$ cat src/rtl/arb_pkg.sv
// Shared definitions for the time-sliced round-robin arbiter.
//   arb_state_t       : arbiter FSM state (IDLE / GRANT)
//   MAX_N, IDX_W_MAX  : widest requester vector supported and its index width
//   RESET_PTR_BACKOFF : reset places the last-winner pointer this many slots
//                       below N, so requester 0 is searched first
//   onehot_to_idx     : converts a one-hot vector (up to MAX_N bits) to its index
package arb_pkg;

   typedef enum logic {
      IDLE  = 1'b0,
      GRANT = 1'b1
   } arb_state_t;

   localparam int MAX_N             = 16;
   localparam int IDX_W_MAX         = 4;
   localparam int RESET_PTR_BACKOFF = 1;

   // OR-ing the positions of all set bits yields the exact index whenever the
   // input is one-hot, and zero for an all-zero input.
   function automatic logic [IDX_W_MAX-1:0] onehot_to_idx(input logic [MAX_N-1:0] onehot);
      logic [IDX_W_MAX-1:0] idx;
      idx = '0;
      for (int i = 0; i < MAX_N; i++) begin
         if (onehot[i]) begin
            idx = idx | IDX_W_MAX'(i);
         end
      end
      return idx;
   endfunction

endpackage

$ cat src/rtl/rr_priority_pick.sv
// Combinational rotating-priority picker.
// Scans req starting at start_idx, wrapping modulo N, and reports the first
// set bit.
//   req        : request vector
//   start_idx  : first index searched (must be < N)
//   win_onehot : one-hot winner, zero when nothing requests
//   win_idx    : index of the winner, zero when nothing requests
//   found      : at least one request was seen
module rr_priority_pick
   import arb_pkg::*;
#(
   parameter int N = 4,
   localparam int ID_W = $clog2(N)
) (
   input  logic [N-1:0]    req,
   input  logic [ID_W-1:0] start_idx,
   output logic [N-1:0]    win_onehot,
   output logic [ID_W-1:0] win_idx,
   output logic            found
);

   logic [ID_W:0]   pos_sum;
   logic [ID_W-1:0] pos;

   // Walk the N positions in rotated order. The sum carries one extra bit so
   // the wrap works for non-power-of-two N.
   always_comb begin
      win_onehot = '0;
      found      = 1'b0;
      pos_sum    = '0;
      pos        = '0;
      for (int k = 0; k < N; k++) begin
         pos_sum = {1'b0, start_idx} + (ID_W+1)'(k);
         if (pos_sum >= (ID_W+1)'(N)) begin
            pos_sum = pos_sum - (ID_W+1)'(N);
         end
         pos = pos_sum[ID_W-1:0];
         if (!found && req[pos]) begin
            found           = 1'b1;
            win_onehot[pos] = 1'b1;
         end
      end
   end

   assign win_idx = ID_W'(onehot_to_idx(MAX_N'(win_onehot)));

endmodule

$ cat src/rtl/rr_arbiter_timeslice_n.sv
// N-requester round-robin arbiter with a programmable time slice per grant.
//   clk         : clock, all state on the rising edge
//   reset_n     : asynchronous active-low reset
//   req         : request per requester
//   slice_len   : slice length in cycles, sampled when a grant starts (0 acts as 1)
//   grant       : registered one-hot grant, zero when idle
//   grant_id    : registered index of the owner, zero when idle
//   grant_valid : registered, high while a grant is active
//   slice_done  : high in the final cycle of a slice that ran to full length
module rr_arbiter_timeslice_n
   import arb_pkg::*;
#(
   parameter int N       = 4,
   parameter int SLICE_W = 4,
   localparam int ID_W   = $clog2(N)
) (
   input  logic               clk,
   input  logic               reset_n,
   input  logic [N-1:0]       req,
   input  logic [SLICE_W-1:0] slice_len,
   output logic [N-1:0]       grant,
   output logic [ID_W-1:0]    grant_id,
   output logic               grant_valid,
   output logic               slice_done
);

   localparam logic [ID_W-1:0] RESET_LAST = ID_W'(N - RESET_PTR_BACKOFF);

   arb_state_t         state, state_nx;
   logic [SLICE_W-1:0] cnt, cnt_nx;
   logic [ID_W-1:0]    last, last_nx;
   logic [N-1:0]       grant_nx;
   logic [ID_W-1:0]    grant_id_nx;
   logic               grant_valid_nx;

   logic [ID_W-1:0]    start_idx;
   logic [N-1:0]       win_onehot;
   logic [ID_W-1:0]    win_idx;
   logic               found;
   logic               owner_req;
   logic               rearb;
   logic [SLICE_W-1:0] slice_load;

   // Searching from the slot after the last winner puts the current owner
   // (which is always the last winner) at the very end of the order.
   assign start_idx  = (last == ID_W'(N-1)) ? '0 : last + 1'b1;
   assign owner_req  = |(req & grant);
   assign slice_load = (slice_len == '0) ? '0 : slice_len - 1'b1;

   rr_priority_pick #(.N(N)) u_pick (
      .req        (req),
      .start_idx  (start_idx),
      .win_onehot (win_onehot),
      .win_idx    (win_idx),
      .found      (found)
   );

   // State and registered outputs; reset drops any grant immediately.
   always_ff @(posedge clk or negedge reset_n) begin
      if (!reset_n) begin
         state       <= IDLE;
         cnt         <= '0;
         last        <= RESET_LAST;
         grant       <= '0;
         grant_id    <= '0;
         grant_valid <= 1'b0;
      end else begin
         state       <= state_nx;
         cnt         <= cnt_nx;
         last        <= last_nx;
         grant       <= grant_nx;
         grant_id    <= grant_id_nx;
         grant_valid <= grant_valid_nx;
      end
   end

   // Next-state logic. Arbitration happens when idle, when the owner lets go,
   // or when the slice counter has reached zero; release and expiry share the
   // same path, so a release in the final cycle behaves like any release.
   always_comb begin
      state_nx       = state;
      cnt_nx         = cnt;
      last_nx        = last;
      grant_nx       = grant;
      grant_id_nx    = grant_id;
      grant_valid_nx = grant_valid;
      unique case (state)
         IDLE:    rearb = 1'b1;
         GRANT:   rearb = !owner_req || (cnt == '0);
         default: rearb = 1'b1;
      endcase
      if (rearb) begin
         if (found) begin
            state_nx       = GRANT;
            cnt_nx         = slice_load;
            last_nx        = win_idx;
            grant_nx       = win_onehot;
            grant_id_nx    = win_idx;
            grant_valid_nx = 1'b1;
         end else begin
            state_nx       = IDLE;
            cnt_nx         = '0;
            grant_nx       = '0;
            grant_id_nx    = '0;
            grant_valid_nx = 1'b0;
         end
      end else begin
         cnt_nx = cnt - 1'b1;
      end
   end

   // The final cycle of a slice is known from registered state; it only counts
   // as a completed slice if the owner is still requesting in that cycle.
   always_comb begin
      slice_done = (state == GRANT) && (cnt == '0) && owner_req;
   end

endmodule
$ cat config.mk
export PLATFORM = sky130hd
export DESIGN_NAME = rr_arbiter_timeslice_n
export DESIGN_NICKNAME = d
export VERILOG_FILES = /design/src/rtl/arb_pkg.sv /design/src/rtl/rr_priority_pick.sv /design/src/rtl/rr_arbiter_timeslice_n.sv
export SDC_FILE = /design/constraint.sdc
export NUM_CORES = 1
export LEC_CHECK = 0
export ABC_AREA = 1
export BUFFER_PORTS_ARGS = -buffer_cell sky130_fd_sc_hd__buf_2
export CORE_UTILIZATION = 45
export CTS_CLUSTER_SIZE = 28
export DETAILED_ROUTE_END_ITERATION = 8
export GPL_ROUTABILITY_DRIVEN = 0
export PLACE_DENSITY = 0.68
export SLEW_MARGIN = 0
export SYNTH_ARGS = -nofsm -noshare
export SYNTH_HDL_FRONTEND = slang
export SYNTH_SLANG_ARGS = --single-unit
export TNS_END_PERCENT = 5
$ cat constraint.sdc
create_clock -name clk -period 1.9 [get_ports clk]
set_clock_uncertainty 0.1 [all_clocks]
set_input_delay 0.38 -clock clk [delete_from_list [all_inputs] [get_ports clk]]
set_output_delay 0.38 -clock clk [all_outputs]
set_load 0.03 [all_outputs]
==> out/results.ini <==
[floorplan]
die_h_um = 52.4
start_util_pct = 49.7
die_x_um = 52.4
core_region_area_um2 = 2300
dieArea_um2 = 2740
io_pins = 18
num_rows = 17

[timing]
report.final.slew_viol_count = 0
worst_pin_slew_ps = 305
clock.fmax_ghz = 0.498
final.setup.worst_slack_ps = -108
fin_crit_sh_pct = 106
hold_ws_ps = 324
finalCriticalPeriod_ps = 2010
finalSetupViolations = 13
rsz0062_at_grt = yes
hold_viol_final = 0
slew_headroom_pct = 79.7

[route]
via_per_inst = 5.07
drc_errors = 0
first_iter_violations = 15
ant_nets = 0
routed-via-count = 1120
wirelength_um = 2770
firstDrtPassIters = 4
wl_per_cell_um = 12.5

[cts]
cts.path.max_buffers = 2
cts_made_buffers = 3
clkTransAtPathRegs_ps = 80
cts_tree = done
clk_latency_ps = 280
root_buffer = clkbuf_4
htree_levels = 1
clkSinkCount = 13

[synth]
ys_seq_elements = 13
syn_area_um2 = 1140
synth-edff-count = 0
syn-num-nets = 182
synth_top_cell_area_share_pct = 24.1
synth.most_common_cell = nand2_1
synth_seq_area_share_pct = 28.7
async_flop_share_pct = 100
synth.avg_cell_area_um2 = 7.09
synthFlopType = dfrtp_1
ys_top_cells_by_area = dfrtp_1 (24%), nand2_1 (15%), ha_1 (12%)
ys_top_cells_by_count = nand2_1 (45), inv_1 (23), nand3_1 (15)
yosysTopAreaCell = dfrtp_1
yosys_warnings = 0
synthesis.instances = 161
ys_types = 28

[final_layout]
register_area_um2 = 328
area.growth.synth_to_final_pct = 29.9
fin_nets = 215
drive_gt1_share_pct = 34.2
antenna_cells = 0
multi_input_area_um2 = 790
fillers = 210

[placed_design]
place_ws_ps = -106
dpl.hpwl_um = 2160
port_buffers = 17

[global_routing]
grt_max_degree = 14
gr-total-overflow = 0
grt_pass1_wl_um = 4350
grt_pass1_vias = 1033
antenna_found_initial = 0
grt_usage_pct = 21.9

[worst_setup_path]
critPathRequiredTime_ps = 1960
worstReg2RegEnd = grant_id[1]$_DFFE_PN0N_
cpPeakStageDelay_ps = 610
startpoint_type = flop
crit_type = flop to flop
r2r_start = last[1]$_DFFE_PN1P_
worst-path-max-fanout = 7
r2r_slack_ps = -110
setup.worst_path.end_class = flop
cpMaxStageDelayCell = dfstp_2
cp_cell_sequence = inv_4 -> ha_4 -> inv_4 -> nand3_4 -> nand2_4 -> buf_6 -> nand3_2 -> nand2_1 -> nor2_1 -> nand2_1 -> nand2_2 -> nand3_2
arrival_ps = 2070
rr_worst_depth = 12

[min_path]
worstHoldPathCells = 4
hp-class = input port to flop
worstHoldEndpoint = cnt[0]$_DFF_PN0_
hold_path_startpoint = slice_len[0]

[run_status]
violations = negative setup slack
status = finished, violations left

[flow_run]
drv_cap = 0

==> layout make-up <==
cell class                 instances  share of cell area, %
multi-input combinational        120                   53.2
sequential                        13                   22.1
timing repair buffer              29                   12.7
inverter                          27                   7.85
tap                               28                   2.36
clock buffer                       4                   1.77
==> cells by family (layout without fill, tap and decap cells) <==
| kind of cell | after synthesis | after routing | synth area share (%) |
|---|---|---|---|
| AOI/OAI and AO/OA | 15 | 15 | 8.11 |
| adders and majority gates | 11 | 11 | 12.1 |
| and+or+nand+nor | 92 | 92 | 39.6 |
| xor gates and xnor gates | 1 | 1 | 0.768 |
| buffers and inverters | 28 | 60 | 9.76 |
| muxes | 1 | 1 | 0.987 |
| DFF | 13 | 13 | 28.7 |
==> per-layer routing <==
layer | global-route usage [%] | routed length [µm] | vias to the layer above
met1 | 26.9 | 1270 | 519
met4 | 3.51 | 21 | 0
met2 | 39.0 | 1390 | 21
li1 | - | - | 576
met3 | 5.22 | 88 | 4
met5 | 0 | 0 | -
==> metrics by stage <==
stage               TNS [ps]  util [%]  instance area (µm²)  cells
floorplan              -19.6         -                 1160    161
global route           -2240      64.5                 1480    221
detailed placement      -923      58.3                 1340    214
finish                  -931      64.5                 1480    221
CTS                     -859      60.6                 1390    220
global placement        -701      58.3                 1340    214
==> cell usage in the layout, fill, tap and decap left out, types with 2 or more instances in the layout <==
cell type,Yosys,routed
nand2_2,4,4
ha_4,0,3
nand4_1,4,4
o22ai_1,2,2
ha_1,11,8
dfstp_2,2,2
dfrtp_1,11,11
nand2_1,45,44
nor2_1,13,11
clkbuf_4,0,3
buf_2,0,16
nand2_4,3,4
nand3_2,3,7
inv_1,23,20
nand3_1,15,10
o21ai_0,8,6
buf_6,0,2
nor2_2,1,2
buf_4,1,10
inv_4,1,4
o21ai_1,2,4
==> state kept, by name (all words and copies together) (netlist names) <==
signal    cells
cnt           4
grant         4
grant_id      2
last          2
state         1
==> worst max-delay path, delay by kind of cell (launching register included) <==
kind                     cells  cell delay, ps
buffers and inverters        3             240
adder cells (fa/ha/maj)      1             300
AND/OR/NAND/NOR              8             650
flip-flops                   1             610
==> worst max path at each step <==
| stage | slack [ps] | depth (start not counted) | end | from |
|---|---|---|---|---|
| after global placement | -110 | 11 | last[0]$_DFFE_PN1P_ | last[1]$_DFFE_PN1P_ |
| after global routing | -190 | 12 | grant_id[1]$_DFFE_PN0N_ | last[1]$_DFFE_PN1P_ |
| after floorplan | -8 | 10 | cnt[2]$_DFF_PN0_ | last[0]$_DFFE_PN1P_ |
| after CTS | -100 | 12 | last[1]$_DFFE_PN1P_ | last[0]$_DFFE_PN1P_ |
| after detailed placement | -110 | 10 | cnt[2]$_DFF_PN0_ | last[1]$_DFFE_PN1P_ |
| final | -110 | 12 | grant_id[1]$_DFFE_PN0N_ | last[1]$_DFFE_PN1P_ |
==> what timing repair did <==
item                                    4_1_cts  5_1_grt
gates cloned                                  0        0
pin swaps                                     7       19
setup buffers                                 1        1
hold endpoints to repair                     11        0
endpoints found under the setup margin       13       14
resized for setup                             6       20
hold buffers                                  1        0
Power is not shown: default switching activity piles up to over one toggle a cycle in this logic, so the estimate is an artifact.
